$ cat src/rtl/neuron_lp_sched_pkg.sv
// Shared definitions for the LIF lane scheduler: state encoding, decay width
// and the width helper used to size counters and indices.
package neuron_lp_sched_pkg;

  localparam int DECAY_W = 14;

  typedef enum logic [2:0] {
    IDLE,
    LOAD,
    CLEAR,
    RUN,
    DRAIN,
    NEXT,
    DONE
  } state_e;

  // Bits needed to hold 'value' itself (never less than 1).
  function automatic int clogb2(input int value);
    int v;
    int n;
    v = value;
    n = 0;
    while (v > 0) begin
      n++;
      v = v >> 1;
    end
    if (n == 0) n = 1;
    return n;
  endfunction

endpackage

$ cat src/rtl/neuron_lp_sched_if.sv
// Bundle between the layer/input fetch logic, the scheduler and the neuron lane.
// The scheduler takes the slave side; whoever feeds config and samples is master.
interface neuron_lp_sched_if #(
  parameter int DEPTH   = 717,
  parameter int WIDTH   = 23,
  parameter int LAYERS  = 4,
  parameter int T_STEPS = 8
);
  localparam int CW = neuron_lp_sched_pkg::clogb2(DEPTH);
  localparam int LW = neuron_lp_sched_pkg::clogb2(LAYERS - 1);
  localparam int SW = neuron_lp_sched_pkg::clogb2(T_STEPS - 1);
  localparam int DW = neuron_lp_sched_pkg::DECAY_W;

  logic          cfg_we;
  logic [LW-1:0] cfg_layer;
  logic [DW-1:0] cfg_decay;
  logic [WIDTH-1:0] cfg_thr;
  logic [CW-1:0] cfg_len;
  logic          start;
  logic          syn_valid;
  logic          syn_ready;
  logic          voltage_ready;
  logic          en;
  logic          en_d;
  logic          rst_fifo;
  logic          block_rd_cnt_lif;
  logic [DW-1:0] voltage_decay;
  logic [WIDTH-1:0] threshold;
  logic [LW-1:0] layer_idx;
  logic [SW-1:0] step_idx;
  logic          busy;
  logic          done;

  modport master (
    output cfg_we, cfg_layer, cfg_decay, cfg_thr, cfg_len, start, syn_valid, voltage_ready,
    input  syn_ready, en, en_d, rst_fifo, block_rd_cnt_lif, voltage_decay, threshold,
           layer_idx, step_idx, busy, done
  );

  modport slave (
    input  cfg_we, cfg_layer, cfg_decay, cfg_thr, cfg_len, start, syn_valid, voltage_ready,
    output syn_ready, en, en_d, rst_fifo, block_rd_cnt_lif, voltage_decay, threshold,
           layer_idx, step_idx, busy, done
  );

endinterface

$ cat src/rtl/neuron_lp_cfg_tbl.sv
// Per-layer configuration register file: one sync write port, one async read
// port, cleared by reset.
module neuron_lp_cfg_tbl
  import neuron_lp_sched_pkg::*;
#(
  parameter int LAYERS = 4,
  parameter int WIDTH  = 23,
  parameter int CW     = 10,
  parameter int LW     = 2
) (
  input  logic               clk,
  input  logic               rst,
  input  logic               we_i,
  input  logic [LW-1:0]      waddr_i,
  input  logic [DECAY_W-1:0] decay_i,
  input  logic [WIDTH-1:0]   thr_i,
  input  logic [CW-1:0]      len_i,
  input  logic [LW-1:0]      raddr_i,
  output logic [DECAY_W-1:0] decay_o,
  output logic [WIDTH-1:0]   thr_o,
  output logic [CW-1:0]      len_o
);

  typedef struct packed {
    logic [DECAY_W-1:0] decay;
    logic [WIDTH-1:0]   thr;
    logic [CW-1:0]      len;
  } entry_t;

  entry_t tbl_q [LAYERS];
  entry_t rd_entry;

  // NOTE: this table is a handful of flops, so it is reset like any other
  // state; a true RAM macro could not be cleared this way.
  always_ff @(posedge clk or negedge rst) begin
    if (!rst) begin
      for (int i = 0; i < LAYERS; i++) tbl_q[i] <= '0;
    end else if (we_i && int'(waddr_i) < LAYERS) begin
      tbl_q[waddr_i] <= '{decay: decay_i, thr: thr_i, len: len_i};
    end
  end

  // NOTE: default first so an out-of-range index cannot infer a latch.
  always_comb begin
    rd_entry = '0;
    if (int'(raddr_i) < LAYERS) rd_entry = tbl_q[raddr_i];
  end

  assign decay_o = rd_entry.decay;
  assign thr_o   = rd_entry.thr;
  assign len_o   = rd_entry.len;

endmodule

$ cat src/rtl/neuron_lp_sched.sv
// Sequencer for one LIF neuron lane: per layer load config, clear the membrane
// FIFO, then run T_STEPS timesteps of stream-in / drain-out.
module neuron_lp_sched
  import neuron_lp_sched_pkg::*;
#(
  parameter int DEPTH   = 717,
  parameter int WIDTH   = 23,
  parameter int LAYERS  = 4,
  parameter int T_STEPS = 8
) (
  input  logic             clk,
  input  logic             rst,
  neuron_lp_sched_if.slave bus
);

  localparam int CW = clogb2(DEPTH);
  localparam int LW = clogb2(LAYERS - 1);
  localparam int SW = clogb2(T_STEPS - 1);

  localparam logic [CW-1:0] LEN_MAX    = CW'(DEPTH);
  localparam logic [LW-1:0] LAST_LAYER = LW'(LAYERS - 1);
  localparam logic [SW-1:0] LAST_STEP  = SW'(T_STEPS - 1);

  state_e             state_q;
  logic [CW-1:0]      len_q;
  logic [CW-1:0]      in_cnt_q;
  logic [CW-1:0]      out_cnt_q;
  logic [LW-1:0]      layer_q;
  logic [SW-1:0]      step_q;
  logic [DECAY_W-1:0] decay_q;
  logic [WIDTH-1:0]   thr_q;
  logic               syn_ready_q;
  logic               en_d_q;
  logic               rst_fifo_q;
  logic               block_q;
  logic               busy_q;
  logic               done_q;

  logic [DECAY_W-1:0] tbl_decay;
  logic [WIDTH-1:0]   tbl_thr;
  logic [CW-1:0]      tbl_len;
  logic [CW-1:0]      len_d;
  logic               accept;
  logic               out_inc;
  logic               cfg_wr;

  assign cfg_wr  = bus.cfg_we && (state_q == IDLE);
  assign accept  = syn_ready_q && bus.syn_valid;
  assign out_inc = bus.voltage_ready && (state_q == RUN || state_q == DRAIN) && (out_cnt_q < len_q);
  // A zero or oversized length means "full layer".
  assign len_d   = (tbl_len == '0 || tbl_len > LEN_MAX) ? LEN_MAX : tbl_len;

  neuron_lp_cfg_tbl #(
    .LAYERS (LAYERS),
    .WIDTH  (WIDTH),
    .CW     (CW),
    .LW     (LW)
  ) u_cfg_tbl (
    .clk     (clk),
    .rst     (rst),
    .we_i    (cfg_wr),
    .waddr_i (bus.cfg_layer),
    .decay_i (bus.cfg_decay),
    .thr_i   (bus.cfg_thr),
    .len_i   (bus.cfg_len),
    .raddr_i (layer_q),
    .decay_o (tbl_decay),
    .thr_o   (tbl_thr),
    .len_o   (tbl_len)
  );

  // NOTE: non-blocking throughout; where a state branch below assigns a
  // register also assigned above it, the later assignment wins.
  always_ff @(posedge clk or negedge rst) begin
    if (!rst) begin
      state_q     <= IDLE;
      len_q       <= '0;
      in_cnt_q    <= '0;
      out_cnt_q   <= '0;
      layer_q     <= '0;
      step_q      <= '0;
      decay_q     <= '0;
      thr_q       <= '0;
      syn_ready_q <= 1'b0;
      en_d_q      <= 1'b0;
      rst_fifo_q  <= 1'b0;
      block_q     <= 1'b1;
      busy_q      <= 1'b0;
      done_q      <= 1'b0;
    end else begin
      en_d_q     <= accept;
      rst_fifo_q <= 1'b0;
      done_q     <= 1'b0;
      if (out_inc) out_cnt_q <= out_cnt_q + CW'(1);

      case (state_q)
        IDLE: begin
          if (bus.start) begin
            state_q <= LOAD;
            busy_q  <= 1'b1;
          end
        end
        LOAD: begin
          decay_q    <= tbl_decay;
          thr_q      <= tbl_thr;
          len_q      <= len_d;
          rst_fifo_q <= 1'b1;
          state_q    <= CLEAR;
        end
        CLEAR: begin
          step_q      <= '0;
          in_cnt_q    <= '0;
          out_cnt_q   <= '0;
          syn_ready_q <= 1'b1;
          block_q     <= 1'b0;
          state_q     <= RUN;
        end
        RUN: begin
          if (accept) begin
            in_cnt_q <= in_cnt_q + CW'(1);
            if (in_cnt_q == len_q - CW'(1)) begin
              syn_ready_q <= 1'b0;
              state_q     <= DRAIN;
            end
          end
        end
        DRAIN: begin
          if (out_cnt_q == len_q) begin
            block_q <= 1'b1;
            state_q <= NEXT;
          end
        end
        NEXT: begin
          in_cnt_q  <= '0;
          out_cnt_q <= '0;
          if (step_q < LAST_STEP) begin
            // Membrane persists across timesteps, so no FIFO clear here.
            step_q      <= step_q + SW'(1);
            syn_ready_q <= 1'b1;
            block_q     <= 1'b0;
            state_q     <= RUN;
          end else if (layer_q < LAST_LAYER) begin
            layer_q <= layer_q + LW'(1);
            state_q <= LOAD;
          end else begin
            done_q  <= 1'b1;
            state_q <= DONE;
          end
        end
        DONE: begin
          layer_q <= '0;
          step_q  <= '0;
          busy_q  <= 1'b0;
          state_q <= IDLE;
        end
        default: state_q <= IDLE;
      endcase
    end
  end

  assign bus.syn_ready        = syn_ready_q;
  assign bus.en               = accept;
  assign bus.en_d             = en_d_q;
  assign bus.rst_fifo         = rst_fifo_q;
  assign bus.block_rd_cnt_lif = block_q;
  assign bus.voltage_decay    = decay_q;
  assign bus.threshold        = thr_q;
  assign bus.layer_idx        = layer_q;
  assign bus.step_idx         = step_q;
  assign bus.busy             = busy_q;
  assign bus.done             = done_q;

endmodule

$ cat src/flat_wrapper.sv
// flat-port wrapper written by rule: the top's interface ports become plain ports
module neuron_lp_sched_flat import neuron_lp_sched_pkg::*;
#(
  parameter int DEPTH   = 717,
  parameter int WIDTH   = 23,
  parameter int LAYERS  = 4,
  parameter int T_STEPS = 8
)
  (clk, rst, bus_cfg_we, bus_cfg_layer, bus_cfg_decay, bus_cfg_thr, bus_cfg_len, bus_start, bus_syn_valid, bus_voltage_ready, bus_syn_ready, bus_en, bus_en_d, bus_rst_fifo, bus_block_rd_cnt_lif, bus_voltage_decay, bus_threshold, bus_layer_idx, bus_step_idx, bus_busy, bus_done);
  neuron_lp_sched_if #(.DEPTH(DEPTH), .WIDTH(WIDTH), .LAYERS(LAYERS), .T_STEPS(T_STEPS)) bus_i ();
  input  logic clk;
  input  logic rst;
  input wire logic [$bits(bus_i.cfg_we)-1:0] bus_cfg_we;
  input wire logic [$bits(bus_i.cfg_layer)-1:0] bus_cfg_layer;
  input wire logic [$bits(bus_i.cfg_decay)-1:0] bus_cfg_decay;
  input wire logic [$bits(bus_i.cfg_thr)-1:0] bus_cfg_thr;
  input wire logic [$bits(bus_i.cfg_len)-1:0] bus_cfg_len;
  input wire logic [$bits(bus_i.start)-1:0] bus_start;
  input wire logic [$bits(bus_i.syn_valid)-1:0] bus_syn_valid;
  input wire logic [$bits(bus_i.voltage_ready)-1:0] bus_voltage_ready;
  output wire logic [$bits(bus_i.syn_ready)-1:0] bus_syn_ready;
  output wire logic [$bits(bus_i.en)-1:0] bus_en;
  output wire logic [$bits(bus_i.en_d)-1:0] bus_en_d;
  output wire logic [$bits(bus_i.rst_fifo)-1:0] bus_rst_fifo;
  output wire logic [$bits(bus_i.block_rd_cnt_lif)-1:0] bus_block_rd_cnt_lif;
  output wire logic [$bits(bus_i.voltage_decay)-1:0] bus_voltage_decay;
  output wire logic [$bits(bus_i.threshold)-1:0] bus_threshold;
  output wire logic [$bits(bus_i.layer_idx)-1:0] bus_layer_idx;
  output wire logic [$bits(bus_i.step_idx)-1:0] bus_step_idx;
  output wire logic [$bits(bus_i.busy)-1:0] bus_busy;
  output wire logic [$bits(bus_i.done)-1:0] bus_done;
  assign bus_i.cfg_we = bus_cfg_we;
  assign bus_i.cfg_layer = bus_cfg_layer;
  assign bus_i.cfg_decay = bus_cfg_decay;
  assign bus_i.cfg_thr = bus_cfg_thr;
  assign bus_i.cfg_len = bus_cfg_len;
  assign bus_i.start = bus_start;
  assign bus_i.syn_valid = bus_syn_valid;
  assign bus_i.voltage_ready = bus_voltage_ready;
  assign bus_syn_ready = bus_i.syn_ready;
  assign bus_en = bus_i.en;
  assign bus_en_d = bus_i.en_d;
  assign bus_rst_fifo = bus_i.rst_fifo;
  assign bus_block_rd_cnt_lif = bus_i.block_rd_cnt_lif;
  assign bus_voltage_decay = bus_i.voltage_decay;
  assign bus_threshold = bus_i.threshold;
  assign bus_layer_idx = bus_i.layer_idx;
  assign bus_step_idx = bus_i.step_idx;
  assign bus_busy = bus_i.busy;
  assign bus_done = bus_i.done;
  neuron_lp_sched #(.DEPTH(DEPTH), .WIDTH(WIDTH), .LAYERS(LAYERS), .T_STEPS(T_STEPS)) u_core (.clk(clk), .rst(rst), .bus(bus_i));
endmodule
$ cat config.mk
export PLATFORM = sky130hd
export DESIGN_NAME = neuron_lp_sched_flat
export DESIGN_NICKNAME = d
export VERILOG_FILES = /design/src/rtl/neuron_lp_sched_pkg.sv /design/src/rtl/neuron_lp_sched_if.sv /design/src/rtl/neuron_lp_cfg_tbl.sv /design/src/rtl/neuron_lp_sched.sv /design/src/flat_wrapper.sv
export SDC_FILE = /design/constraint.sdc
export NUM_CORES = 1
export LEC_CHECK = 0
export ABC_AREA = 0
export CAP_MARGIN = 20
export CELL_PAD_IN_SITES_DETAIL_PLACEMENT = 1
export CELL_PAD_IN_SITES_GLOBAL_PLACEMENT = 1
export CORE_ASPECT_RATIO = 1.25
export CORE_MARGIN = 1
export CORE_UTILIZATION = 45
export CTS_CLUSTER_SIZE = 40
export DETAILED_ROUTE_END_ITERATION = 8
export GPL_ROUTABILITY_DRIVEN = 0
export PLACE_DENSITY = 0.78
export SETUP_SLACK_MARGIN = 0.4
export SLEW_MARGIN = 20
export SYNTH_ARGS = -nofsm -noshare
export SYNTH_HDL_FRONTEND = slang
export SYNTH_HIERARCHICAL = 1
export SYNTH_SLANG_ARGS = --single-unit
export TNS_END_PERCENT = 5
$ cat constraint.sdc
create_clock -name clk -period 3.15 [get_ports clk]
set_input_delay 0.63 -clock clk [delete_from_list [all_inputs] [get_ports clk]]
set_output_delay 0.63 -clock clk [all_outputs]
set_load 0.01 [all_outputs]
## After elaboration in Yosys (flattened, before gate mapping)

Cells that the tools add are included.

- $add $sub $neg: 5
- Magnitude comparators: 7
- Equal/unequal tests: 15
- Mux-type cells: 36
- Bitwise operators: 2
- Reduce and logical (&&, ||, !) cells: 25

Operator list:

| kind | number |
|---|---|
| 188-bit bitwise mux | 1 |
| 47-bit two-way mux | 3 |
| 47-bit binary-select mux with 2-bit select | 1 |
| 47-bit demux with 2-bit select | 1 |
| 10-bit two-way mux | 4 |
| 3-bit two-way mux | 7 |
| 10-bit by 1-bit adder with 10-bit output (second input constant) | 2 |
| 10-bit == test | 2 |
| 10-bit one-hot mux with 2 select lines | 1 |
| 3-bit one-hot mux with 6 select lines | 1 |
| 10-bit > comparator (second input constant) | 1 |
| 10-bit zero test | 1 |
| 10-bit less-than comparator | 1 |
| 1-bit two-way mux | 10 |
| 2-bit nonzero test | 5 |
| 10-bit by 1-bit subtractor with 10-bit output (second input constant) | 1 |
| 3-bit == test (second input constant) | 3 |
| 2-bit inequality test (second input constant) | 4 |
| 4-bit AND reduction | 2 |
| 3-bit by 2-bit == test with 1-bit output (second input constant) | 2 |
| 3-bit >= comparator (second input constant) | 2 |
| 2-bit by 1-bit inequality test with 1-bit output (second input constant) | 3 |
| 2-bit inverter with 3-bit output | 2 |
| 1-bit one-hot mux with 3 select lines | 2 |
| other kinds (17) | 28 |

- Bits in registers: 269
- Output and inout port bits: 49

## Depth between registers and ports, before layout

Gate-level depths: netlist of the first run.

- Depth in word-level cells: 7
- Depth in mapped cells: 10
- Depth with buffers taken out: 8

## By module

The synthesis of the first run kept the hierarchy.

Modules (own cells, without submodules):

| module | instances | cells each | area an instance (µm²) | sequential area each (µm²) |
|---|---|---|---|---|
| neuron_lp_cfg_tbl | 1 | 457 | 8,396.8 | 4,704.5 |
| neuron_lp_sched | 1 | 396 | 4,117.7 | 2,028.2 |

## Worst setup path before layout of the first run

No wires, ideal clock.

- Kind: reg-to-reg
- Start: register u_core.layer_q[0], in the netlist u_core/bus.layer_idx[0]
- End: register u_core.len_q[1]
- Setup time: 147 ps
- Arrival: 2,247 ps
- Required time: 3,003 ps
- Slack: 756 ps
- Cell stages (with the launch flop): 8
- Period minus slack after synthesis: 2,394 ps
- Path through: dfrtp_1 buf_6 buf_6 mux4_2 nor4_1 a31oi_1 o21ai_1 o22ai_1

- Longest elaborated chain between the ends: 7

RTL lines:

| what | RTL line | source |
|---|---|---|
| from (decl) | neuron_lp_sched.sv:28 | `logic [LW-1:0] layer_q;` |
| from (signal assigned) | neuron_lp_sched.sv:143 | `layer_q <= layer_q + LW'(1);` |
| 2-bit inverter with 3-bit output (not written as such) (*) | neuron_lp_cfg_tbl.sv:46 | `if (int'(raddr_i) < LAYERS) rd_entry = tbl_q[raddr_i];` |
| 47-bit binary-select mux with 2-bit select (*) | neuron_lp_cfg_tbl.sv:46 |  |
| 47-bit two-way mux (not written as such) (*) (2 in a row) | neuron_lp_cfg_tbl.sv:46 |  |
| via u_core.tbl_len[6] | neuron_lp_sched.sv:41 | `logic [CW-1:0] tbl_len;` |
| 10-bit > comparator or 10-bit zero test (tied branches) | neuron_lp_sched.sv:51 | `assign len_d = (tbl_len == '0 \|\| tbl_len > LEN_MAX) ? LEN_MAX : tbl_len;` |
| 1-bit logical OR (*) | neuron_lp_sched.sv:51 |  |
| 10-bit two-way mux (*) | neuron_lp_sched.sv:51 |  |
| to (signal assigned) | neuron_lp_sched.sv:106 | `len_q <= len_d;` |
| to (decl) | neuron_lp_sched.sv:25 | `logic [CW-1:0] len_q;` |

The timed path passes the listed nets; every way through them passes the cells marked *. The select of a mux whose other input is x is not followed.
A chain may end at the register's enable or synchronous reset.

## Final worst setup path of the first run

- Start: register u_core.len_q[0]
- End: register u_core.syn_ready_q, in the netlist u_core/bus.syn_ready

- Longest elaborated chain between the ends: 4

RTL lines:

| what | RTL line | source |
|---|---|---|
| 10-bit by 1-bit subtractor with 10-bit output | neuron_lp_sched.sv:121 | `if (in_cnt_q == len_q - CW'(1)) begin` |
| 10-bit == test | neuron_lp_sched.sv:121 |  |
| 2-bit inequality test (no line) | - |  |
| 4-bit AND reduction (no line) | - |  |
| to (signal assigned) | neuron_lp_sched.sv:114 | `syn_ready_q <= 1'b1;` |
| to (signal assigned) | neuron_lp_sched.sv:122 | `syn_ready_q <= 1'b0;` |
| to (signal assigned) | neuron_lp_sched.sv:139 | `syn_ready_q <= 1'b1;` |
| to (decl) | neuron_lp_sched.sv:32 | `logic syn_ready_q;` |

No other way between the ends.

==> flow_summary_export.csv, run 1 <==
group,metric,value,unit
run_status,status,"finished, final reports clean",
setup_path,path_class,"register to register",
route,via_per_inst,5.67,
grt,antenna_found_initial,1,
pwr,ir_drop,0.400,mV
die,fp.dieH,188,um
clocking,numCtsBuffers,28,
synthesis,yosys_warnings,6,
setup_path,cp_num_buf_inv,1,
die,io_pins,104,
setup_path,slowest_delay,0.48,ns
route,dr.pass1.iters,4,
cells_and_area,drive_gt1_frac,0.329,
clocking,worstSkewPairLatency,0.54,ns
setup_path,endpoint_kind,"register",
setup_path,cp_slowest_cell,"dfrtp_1",
clocking,cts_tree,"done",
pwr,power_density,668,mW/mm^2
grt,grt_pass1_wl,46700,um
grt,grt_max_degree,74,
grt,track_usage,0.209,
sta,fin_setup_tns,0,ns
clocking,cts.clk_slew.worst_paths,0.06,ns
sta,fin_skew,0.00776,ns
die,start_util,0.462,
synthesis,synthCells,853,
sta,setup_viol,0,
die,rows,67,
setup_path,cpLargestDelayFamily,"simple AND/OR/NAND/NOR gates",
sta,relSlewSlack,0.433,
synthesis,async_flop_share,1.00,
synthesis,synth_edf_count,0,
setup_path,required,3.58,ns
setup_path,cp_max_fo,11,
route,drcViolationCount,0,
setup_path,startpoint_type,"register",
synthesis,synth.distinct_cells,56,
grt,grt_overflow,0,
clocking,cts_root_buf,"clkbuf_16",
sta,worst_pin_slew,0.843,ns
cells_and_area,fin_cells,1322,
setup_path,arrival,2.96,ns
synthesis,syn_nets,923,
die,die_width,151,um
place,hpwl,18100,um
synthesis,yosysSeqAreaShare,0.538,
sta,fin_crit,2.53,ns
die,core_area,0.0271,sq mm
sta,post-route-period-util,0.803,
sta,rsz0062_at_grt,"true",
synthesis,avgSynthCellArea,14.7,sq um
route,routedWlPerCell,21.4,um
pwr,leakage,6.90,nW
place,place_inst,1272,
cells_and_area,diodes,0,
sta,maxSlewViolCount,0,
route,first_iter_violations,249,
grt,grt_pass1_vias,8396,
cells_and_area,nets,1029,
synthesis,syn-cell-area,0.0125,sq mm
synthesis,yosys_register_bits,269,
sta,hold_violations,0,
route,wl,28300,um
clocking,cts.htree.levels,1,
clocking,cts_hold_buf,0,
sta,clock.fmax,395,MHz
place,numPortBuffers,103,
clocking,clock-sinks,269,
cells_and_area,area_growth_syn_to_layout,19.0,%
synthesis,yosys_most_used_dff,"dfrtp_1",
route,ant_nets,0,
flow_run,drv_cap,0,
route,vias,7500,
worst_hold_path,hp-class,"input pin to async pin",
die,dieArea,0.0285,sq mm
setup_path,cp_cell_sequence,"inv_1 -> ha_1 -> and2b_1 -> or3_1 -> a31o_2 -> a211oi_2 -> nand4_1 -> a21o_1",
clocking,clockBufferDepth,3,
report_power, final:
| part | switching (mW) | internal (mW) |
|---|---|---|
| clock | 1.34 | 2.12 |
| combinational | 0.914 | 1.18 |
| sequential | 0.431 | 3.97 |
area by class of cell:
| type | instances | area [sq um] |
|---|---|---|
| multi-input combinational | 515 | 5400 |
| fill | 2557 | 12200 |
| tap | 345 | 432 |
| clock buffer | 42 | 825 |
| sequential | 269 | 6740 |
| inverter | 21 | 78.8 |
| timing repair buffer | 124 | 1290 |
| clock inverter | 6 | 135 |
repair_timing:
| action | 4_1_cts | 5_1_grt |
|---|---|---|
| gates resized for setup | 0 | 1 |
| setup endpoints to repair | 1 | 6 |
| pin swaps | 0 | 0 |
| setup buffers | 2 | 0 |
layout by cell type (no fill, tap or decap), types with 8 or more instances in the layout:
| master | instances |
|---|---|
| ha_1 | 15 |
| mux2_1 | 30 |
| a21oi_1 | 24 |
| mux2_2 | 136 |
| buf_4 | 13 |
| nand3_1 | 11 |
| buf_12 | 8 |
| dfrtp_1 | 266 |
| nor2_1 | 23 |
| nand2_1 | 25 |
| o21ai_0 | 25 |
| inv_1 | 21 |
| clkbuf_16 | 29 |
| nand4_1 | 10 |
| xor2_1 | 11 |
| nor3_1 | 9 |
| clkbuf_1 | 8 |
| mux4_2 | 47 |
| mux2_4 | 60 |
| clkdlybuf4s50_1 | 102 |
worst paths after layout:
path / start / end / slack (ns) / cells past startpoint
min reg2reg: u_core/u_cfg_tbl/tbl_q[148] / u_core/u_cfg_tbl/tbl_q[148] / 0.49 / 1
min: rst / u_core/bus.step_idx[2] / 0.05 / 1
max reg2reg: u_core/len_q[0] / u_core/bus.syn_ready / 0.62 / 8
max in group asynchronous: rst / u_core/u_cfg_tbl/tbl_q[28] / 2.30 / 2
max: u_core/len_q[0] / u_core/bus.syn_ready / 0.62 / 8
min in group clk: u_core/u_cfg_tbl/tbl_q[148] / u_core/u_cfg_tbl/tbl_q[148] / 0.49 / 1
worst register-to-register path: stages, from the launching register on:
cell,delay [ns]
dfrtp_1,0.48
inv_1,0.09
ha_1,0.35
and2b_1,0.22
or3_1,0.35
a31o_2,0.26
a211oi_2,0.27
nand4_1,0.19
a21o_1,0.21
synthesized netlist by cell type, types with 9 or more instances:
cell,n,area [sq um]
clkbuf_1,15,56.3
nor3_1,9,45.0
nand4_1,10,62.6
o21ai_0,25,125
mux2_4,60,901
xor2_1,11,96.3
a21oi_1,24,120
mux2_2,136,1530
nand2_1,25,93.8
mux2_1,30,338
nand3_1,12,60.1
dfrtp_1,268,6710
inv_1,21,78.8
mux4_2,47,1060
ha_1,15,188
buf_2,13,65.1
buf_6,16,180
nor2_1,24,90.1
registers in the layout, summed over array words and instances (netlist names):
register and cells:
u_core/bus.block_rd_cnt_lif 1, u_core/out_cnt_q 10, u_core/bus.syn_ready 1, u_core/bus.voltage_decay 14, u_core/bus.layer_idx 2, u_core/bus.threshold 23, u_core/bus.en_d 1, u_core/bus.done 1
u_core/in_cnt_q 10, u_core/state_q 3, u_core/bus.step_idx 3, u_core/u_cfg_tbl/tbl_q 188, u_core/len_q 10, u_core/bus.rst_fifo 1, u_core/bus.busy 1
per-layer routing:
| metal | share of wire | routed length, um | track usage |
|---|---|---|---|
| met5 | 0.00046 | 13 | 0 |
| met3 | 0.035 | 1000 | 0.0312 |
| met4 | 0.017 | 475 | 0.0473 |
| met2 | 0.52 | 14800 | 0.365 |
| met1 | 0.42 | 12000 | 0.274 |
stage by stage:
step | hold WS, ns | cell area [sq um] | util | setup slack (ns) | total power [mW]
2_1_floorplan | 0.334 | 12500 | - | 0.756 | 5.55
3_3_place_gp | 0.463 | 13900 | 0.514 | 0.507 | 6.45
3_5_place_dp | 0.474 | 13900 | 0.514 | 0.377 | 6.55
4_1_cts | 0.0625 | 14900 | 0.550 | 0.480 | 10.1
5_1_grt | 0.0851 | 14900 | 0.550 | 0.397 | 10.4
6_report | 0.0477 | 14900 | 0.550 | 0.620 | 9.96
kinds of logic after synthesis:
kind of cell / after synthesis / share of synthesized area
AO/OA/AOI/OAI: 84 / 0.0413
XOR/XNOR: 16 / 0.0112
adder cells (fa/ha/maj): 15 / 0.0150
buffers and inverters: 69 / 0.0328
flip-flops: 269 / 0.538
multiplexers: 274 / 0.307
AND/OR/NAND/NOR: 126 / 0.0550
Power figures use the tool's default switching activity.
==> run 2: changes to the inputs <==
- clock period: 3.15 -> 2.4 ns (I/O delays scaled with it)
==> run 2 against run 1 <==
Final cell count up 4.0%. Worst hold slack better by 0.44 ns. Final area up 3.8%. Total power up 35%. Fmax up 12%. Clock skew up 0.0077 ns. Critical path depth unchanged. Clock-buffer cell count up 1. Critical path type unchanged. Critical endpoint is now u_core/out_cnt_q[6].
==> flow_summary_export.csv, run 2 (same netlist as run 1, synthesis figures left out) <==
group,metric,value,unit
run_status,status,"finished, final reports clean",
grt,gr-usage-met3,0.0368,
clocking,cts.htree.levels,1,
cells_and_area,final_common_cell,"dfrtp_1",
pwr,seq_power_share,0.424,
grt,grt_pass1_wl,49200,um
grt,grt_overflow,0,
pwr,switchingPower,3.71,mW
grt,track_usage,0.223,
clocking,clockBufferDepth,3,
setup_path,arrival,2.74,ns
place,numPortBuffers,103,
pwr,internal-power,9.69,mW
route,dr.pass1.iters,4,
clocking,worstSkewPairLatency,0.54,ns
sta,fin_crit,2.27,ns
die,fp.dieH,188,um
sta,fin_skew,0.0155,ns
sta,relSlewSlack,0.645,
grt,grt_max_degree,66,
cells_and_area,area_growth_syn_to_layout,23.6,%
setup_path,crit_top_cell,"a21oi_2",
route,drcViolationCount,0,
pwr,switching_share,0.277,
grt,gr-usage-met1,0.288,
setup_path,cp_slowest_cell,"or4_4",
setup_path,cp_cell_sequence,"inv_2 -> ha_4 -> nor2b_1 -> o211ai_1 -> a21oi_2 -> or3_4 -> or4_4 -> a21oi_2",
cells_and_area,final_cell_mix,"dfrtp_1, mux2_2, clkdlybuf4s50_1",
clocking,cts.clk_slew.worst_paths,0.06,ns
pwr,power_density,866,mW/mm^2
die,dieArea,0.0285,sq mm
die,start_util,0.462,
pwr,leakage,7.19,nW
clocking,clock-sinks,269,
route,first_iter_violations,229,
setup_path,startpoint_type,"register",
cells_and_area,largest_register_ffs,188,
setup_path,cp_max_fo,5,
cells_and_area,final_util,0.571,
cells_and_area,nets,1079,
die,rows,67,
setup_path,endpoint_kind,"register",
flow_run,drv_cap,0,
route,routedWlPerCell,22.0,um
setup_path,cp_num_buf_inv,1,
setup_path,slowest_delay,0.53,ns
sta,hold_ws,0.483,ns
die,core_area,0.0271,sq mm
sta,rsz0062_at_grt,"true",
route,ant_nets,0,
cells_and_area,drive_gt1_frac,0.385,
cells_and_area,top_register,"u_core/u_cfg_tbl/tbl_q",
clocking,cts_tree,"done",
sta,worst_pin_slew,0.533,ns
pwr,power.share.clock,0.333,
route,via_per_inst,5.62,
grt,grt-busiest-layer,"met2",
sta,setup_viol,0,
die,io_pins,104,
clocking,numCtsBuffers,29,
sta,clock.fmax,441,MHz
grt,antenna_found_initial,3,
clocking,cts_root_buf,"clkbuf_16",
route,wl,30200,um
grt,grt_pass1_vias,8795,
sta,setup_ws,0.131,ns
worst_hold_path,hp-class,"register to register",
setup_path,cpLargestDelayFamily,"simple AND/OR/NAND/NOR gates",
place,place_worst_setup_slack,-0.0301,ns
pwr,p_comb_frac,0.243,
sta,maxSlewViolCount,0,
setup_path,required,2.88,ns
place,hpwl,19100,um
cells_and_area,diodes,0,
pwr,ir_drop,0.732,mV
grt,grt_use_met2,0.393,
die,die_width,151,um
route,vias,7721,
sta,hold_violations,0,
sta,post-route-period-util,0.945,
setup_path,path_class,"register to register",
-- run 2: cell types whose count changed in the layout (fill, tap and decap cells not counted), moves of 3 or more --
cell      before  now
buf_12         8   11
ha_1          15   12
a21oi_2        0    4
buf_6          0    3
clkinv_2       0    4
inv_2          0    4
buf_4         13   51
inv_1         21   17
a21oi_1       24   20
-- run 2: layout make-up --
cell class,count,area (sq um)
Timing Repair Buffer,172,1760
Clock buffer,43,848
Fill cell,2535,11600
Sequential cell,269,6740
Inverter,21,78.8
Tap cell,345,432
Clock inverter,9,103
Multi-Input combinational cell,516,5510
-- run 2: worst paths after layout --
check,start,to,slack [ns],depth (start not counted)
min,u_core/u_cfg_tbl/tbl_q[170],u_core/u_cfg_tbl/tbl_q[170],0.48,1
min in group asynchronous,rst,u_core/bus.done,0.49,2
max reg2reg,u_core/len_q[1],u_core/out_cnt_q[6],0.13,8
max,u_core/len_q[1],u_core/out_cnt_q[6],0.13,8
min reg2reg,u_core/u_cfg_tbl/tbl_q[170],u_core/u_cfg_tbl/tbl_q[170],0.48,1
max in group asynchronous,rst,u_core/u_cfg_tbl/tbl_q[180],1.17,3
-- run 2: power by group through the flow --
stage / Sequential [mW] / Clock, mW / Combinational [mW]
CTS: 5.69 / 4.56 / 3.26
global placement: 5.71 / 0 / 3.01
detailed placement: 5.75 / 0 / 3.13
global route: 5.77 / 4.72 / 3.53
finish: 5.68 / 4.46 / 3.25
floorplan: 5.79 / 0 / 1.51
-- run 2: metrics by stage --
step / power, mW / cell area [sq um] / instances / TNS [ns]
global placement: 8.73 / 14300 / 1310 / -0.0219
finish: 13.4 / 15500 / 1375 / 0
detailed placement: 8.88 / 14300 / 1310 / -0.0301
CTS: 13.5 / 15500 / 1374 / 0
global route: 14.0 / 15500 / 1375 / 0
floorplan: 7.30 / 12600 / 853 / 0
-- run 2: timing repair --
action	in CTS	in global routing
pin swaps	13	4
resized for setup	28	3
setup buffers	9	1
setup endpoints to repair	52	36
hold buffers	1	0
endpoints found under the hold margin	57	0
gates cloned	2	0
-- run 2: metal layers --
layer  vias up  part of all wire
li1       3452                 -
met2       124              0.52
met5         -           0.00086
met4         4             0.014
met1      4102              0.43
met3        39             0.039
==> run 3: changes to the inputs <==
- SETUP_SLACK_MARGIN: 0.4 -> 0.5
==> run 3 against run 2 <==
Wire length increased by 2.5%. Sequential power increased by 0.7%. Via count grew 0.22%. Total power is 2.3% higher. Highest routed layer unchanged. Critical path depth rose by 2. Flip-flop and latch count is the same. Final area up 1.3%. Clock-buffer cell count decreased by 4. Critical path type unchanged. Register-to-register slack lost 0.04 ns. Sequential share of layout area is 0.54 points lower.
==> flow_summary_export.csv, run 3 (same netlist as run 1, synthesis figures left out) <==
group,metric,value,unit
cells_and_area,nets,1088,
sta,fin_skew,0.00941,ns
run_status,status,"finished, final reports clean",
place,hpwl,19800,um
clocking,cts_tree,"done",
cells_and_area,final_common_cell,"dfrtp_1",
clocking,numCtsBuffers,28,
setup_path,crit_top_cell,"a21oi_2",
cells_and_area,top_register,"u_core/u_cfg_tbl/tbl_q",
grt,grt_max_degree,64,
die,die_width,151,um
setup_path,cp_max_fo,8,
cells_and_area,largest_register_ffs,188,
die,core_area,0.0271,sq mm
sta,fin_crit,2.30,ns
pwr,leakage,7.29,nW
die,fp.dieH,188,um
route,wl,31000,um
pwr,power_density,875,mW/mm^2
route,vias,7738,
route,drcViolationCount,0,
sta,setup_viol,0,
worst_hold_path,hp-class,"input pin to async pin",
clocking,cts.htree.levels,1,
route,first_iter_violations,252,
sta,post-route-period-util,0.960,
clocking,worstSkewPairLatency,0.54,ns
cells_and_area,drive_gt1_frac,0.402,
sta,maxSlewViolCount,0,
cells_and_area,area_growth_syn_to_layout,25.2,%
sta,hold_violations,0,
setup_path,required,2.82,ns
clocking,cts.clk_slew.worst_paths,0.06,ns
setup_path,path_class,"register to register",
clocking,clockBufferDepth,3,
die,start_util,0.462,
grt,antenna_found_initial,4,
route,dr.pass1.iters,5,
sta,worst_pin_slew,0.526,ns
grt,grt_pass1_wl,49900,um
setup_path,startpoint_type,"register",
clocking,cts_root_buf,"clkbuf_16",
pwr,ir_drop,0.584,mV
sta,relSlewSlack,0.648,
grt,track_usage,0.227,
sta,clock.fmax,434,MHz
pwr,total_power,13.7,mW
setup_path,cp_cell_sequence,"inv_2 -> ha_4 -> nor2b_4 -> o211ai_1 -> a21oi_2 -> or3_4 -> buf_6 -> buf_4 -> o31ai_2 -> a21oi_2",
place,numPortBuffers,103,
sta,setup_ws,0.0957,ns
sta,rsz0062_at_grt,"true",
setup_path,cp_slowest_cell,"or3_4",
setup_path,arrival,2.73,ns
route,routedWlPerCell,22.3,um
route,ant_nets,0,
clocking,clock-sinks,269,
die,rows,67,
flow_run,drv_cap,0,
setup_path,endpoint_kind,"register",
route,via_per_inst,5.57,
cells_and_area,final_cell_mix,"dfrtp_1, mux2_2, clkdlybuf4s50_1",
grt,grt_pass1_vias,8893,
grt,grt_overflow,0,
place,place_worst_setup_slack,-0.0767,ns
die,dieArea,0.0285,sq mm
setup_path,slowest_delay,0.44,ns
die,io_pins,104,
## run 3: cell types whose count changed in the layout (fill, tap and decap cells not counted), sizes merged
cell | before | now
dlygate4sd2 | 2 | 0
bufinv | 2 | 4
clkinv | 4 | 6
or3 | 9 | 8
clkbuf | 43 | 40
buf | 68 | 80
clkdlybuf4s50 | 100 | 101
bufbuf | 1 | 0
diode | 0 | 3
## run 3: metal layers
metal,up-vias,global-route usage,part of all wire
met5,-,0,0.00035
met3,45,0.0368,0.036
met4,2,0.0615,0.021
met1,4092,0.283,0.40
met2,124,0.404,0.54
li1,3475,-,-
## run 3: area by class of cell
type                    instances  area (sq um)
clock inverters                13           176
flip-flops and latches        269          6740
well taps                     345           432
fillers                      2559         11400
clock buffers                  39           833
multi-input cells             515          5560
inverters                      21          78.8
diodes                          3          7.51
repair buffers                183          1840
## run 3: critical path: cells and delay by family (launching register included)
kind                       cells  cell delay (ns)
buffers and inverters          3             0.39
AOI/OAI and AO/OA              4             0.63
DFF                            1             0.39
adders and majority gates      1             0.21
and+or+nand+nor                2             0.56
## run 3: worst paths after layout
check | from | endpoint | slack (ns) | cells past startpoint
max | u_core/len_q[1] | u_core/out_cnt_q[3] | 0.1 | 10
min | rst | u_core/u_cfg_tbl/tbl_q[86] | 0.49 | 2
max reg2reg | u_core/len_q[1] | u_core/out_cnt_q[3] | 0.1 | 10
min reg2reg | u_core/u_cfg_tbl/tbl_q[159] | u_core/u_cfg_tbl/tbl_q[159] | 0.49 | 1
max in group asynchronous | rst | u_core/bus.block_rd_cnt_lif | 1.19 | 3
min in group clk | u_core/u_cfg_tbl/tbl_q[159] | u_core/u_cfg_tbl/tbl_q[159] | 0.49 | 1
## run 3: per-stage QoR
step	setup TNS, ns	util	hold WS, ns	instances	cell area (sq um)
floorplan	0	-	0.184	853	12600
global placement	-0.0317	0.527	0.462	1307	14300
detailed placement	-0.0848	0.527	0.469	1307	14300
CTS	0	0.573	0.488	1378	15500
global route	0	0.578	0.501	1386	15700
finish	0	0.578	0.486	1388	15700
## run 3: report_power, final
part / switching [mW] / internal [mW] / total, mW
clock: 1.83 / 2.85 / 4.69
combinational: 1.44 / 1.86 / 3.29
sequential: 0.509 / 5.21 / 5.72
total: 3.78 / 9.92 / 13.7
## run 3: repair_timing
action | 4_1_cts | 5_1_grt
endpoints found under the setup margin | 141 | 196
gates resized for setup | 25 | 15
hold endpoints to repair | 57 | 0
gates cloned | 0 | 1
hold buffers | 1 | 0
pin swaps | 8 | 8
buffers inserted | 18 | 6
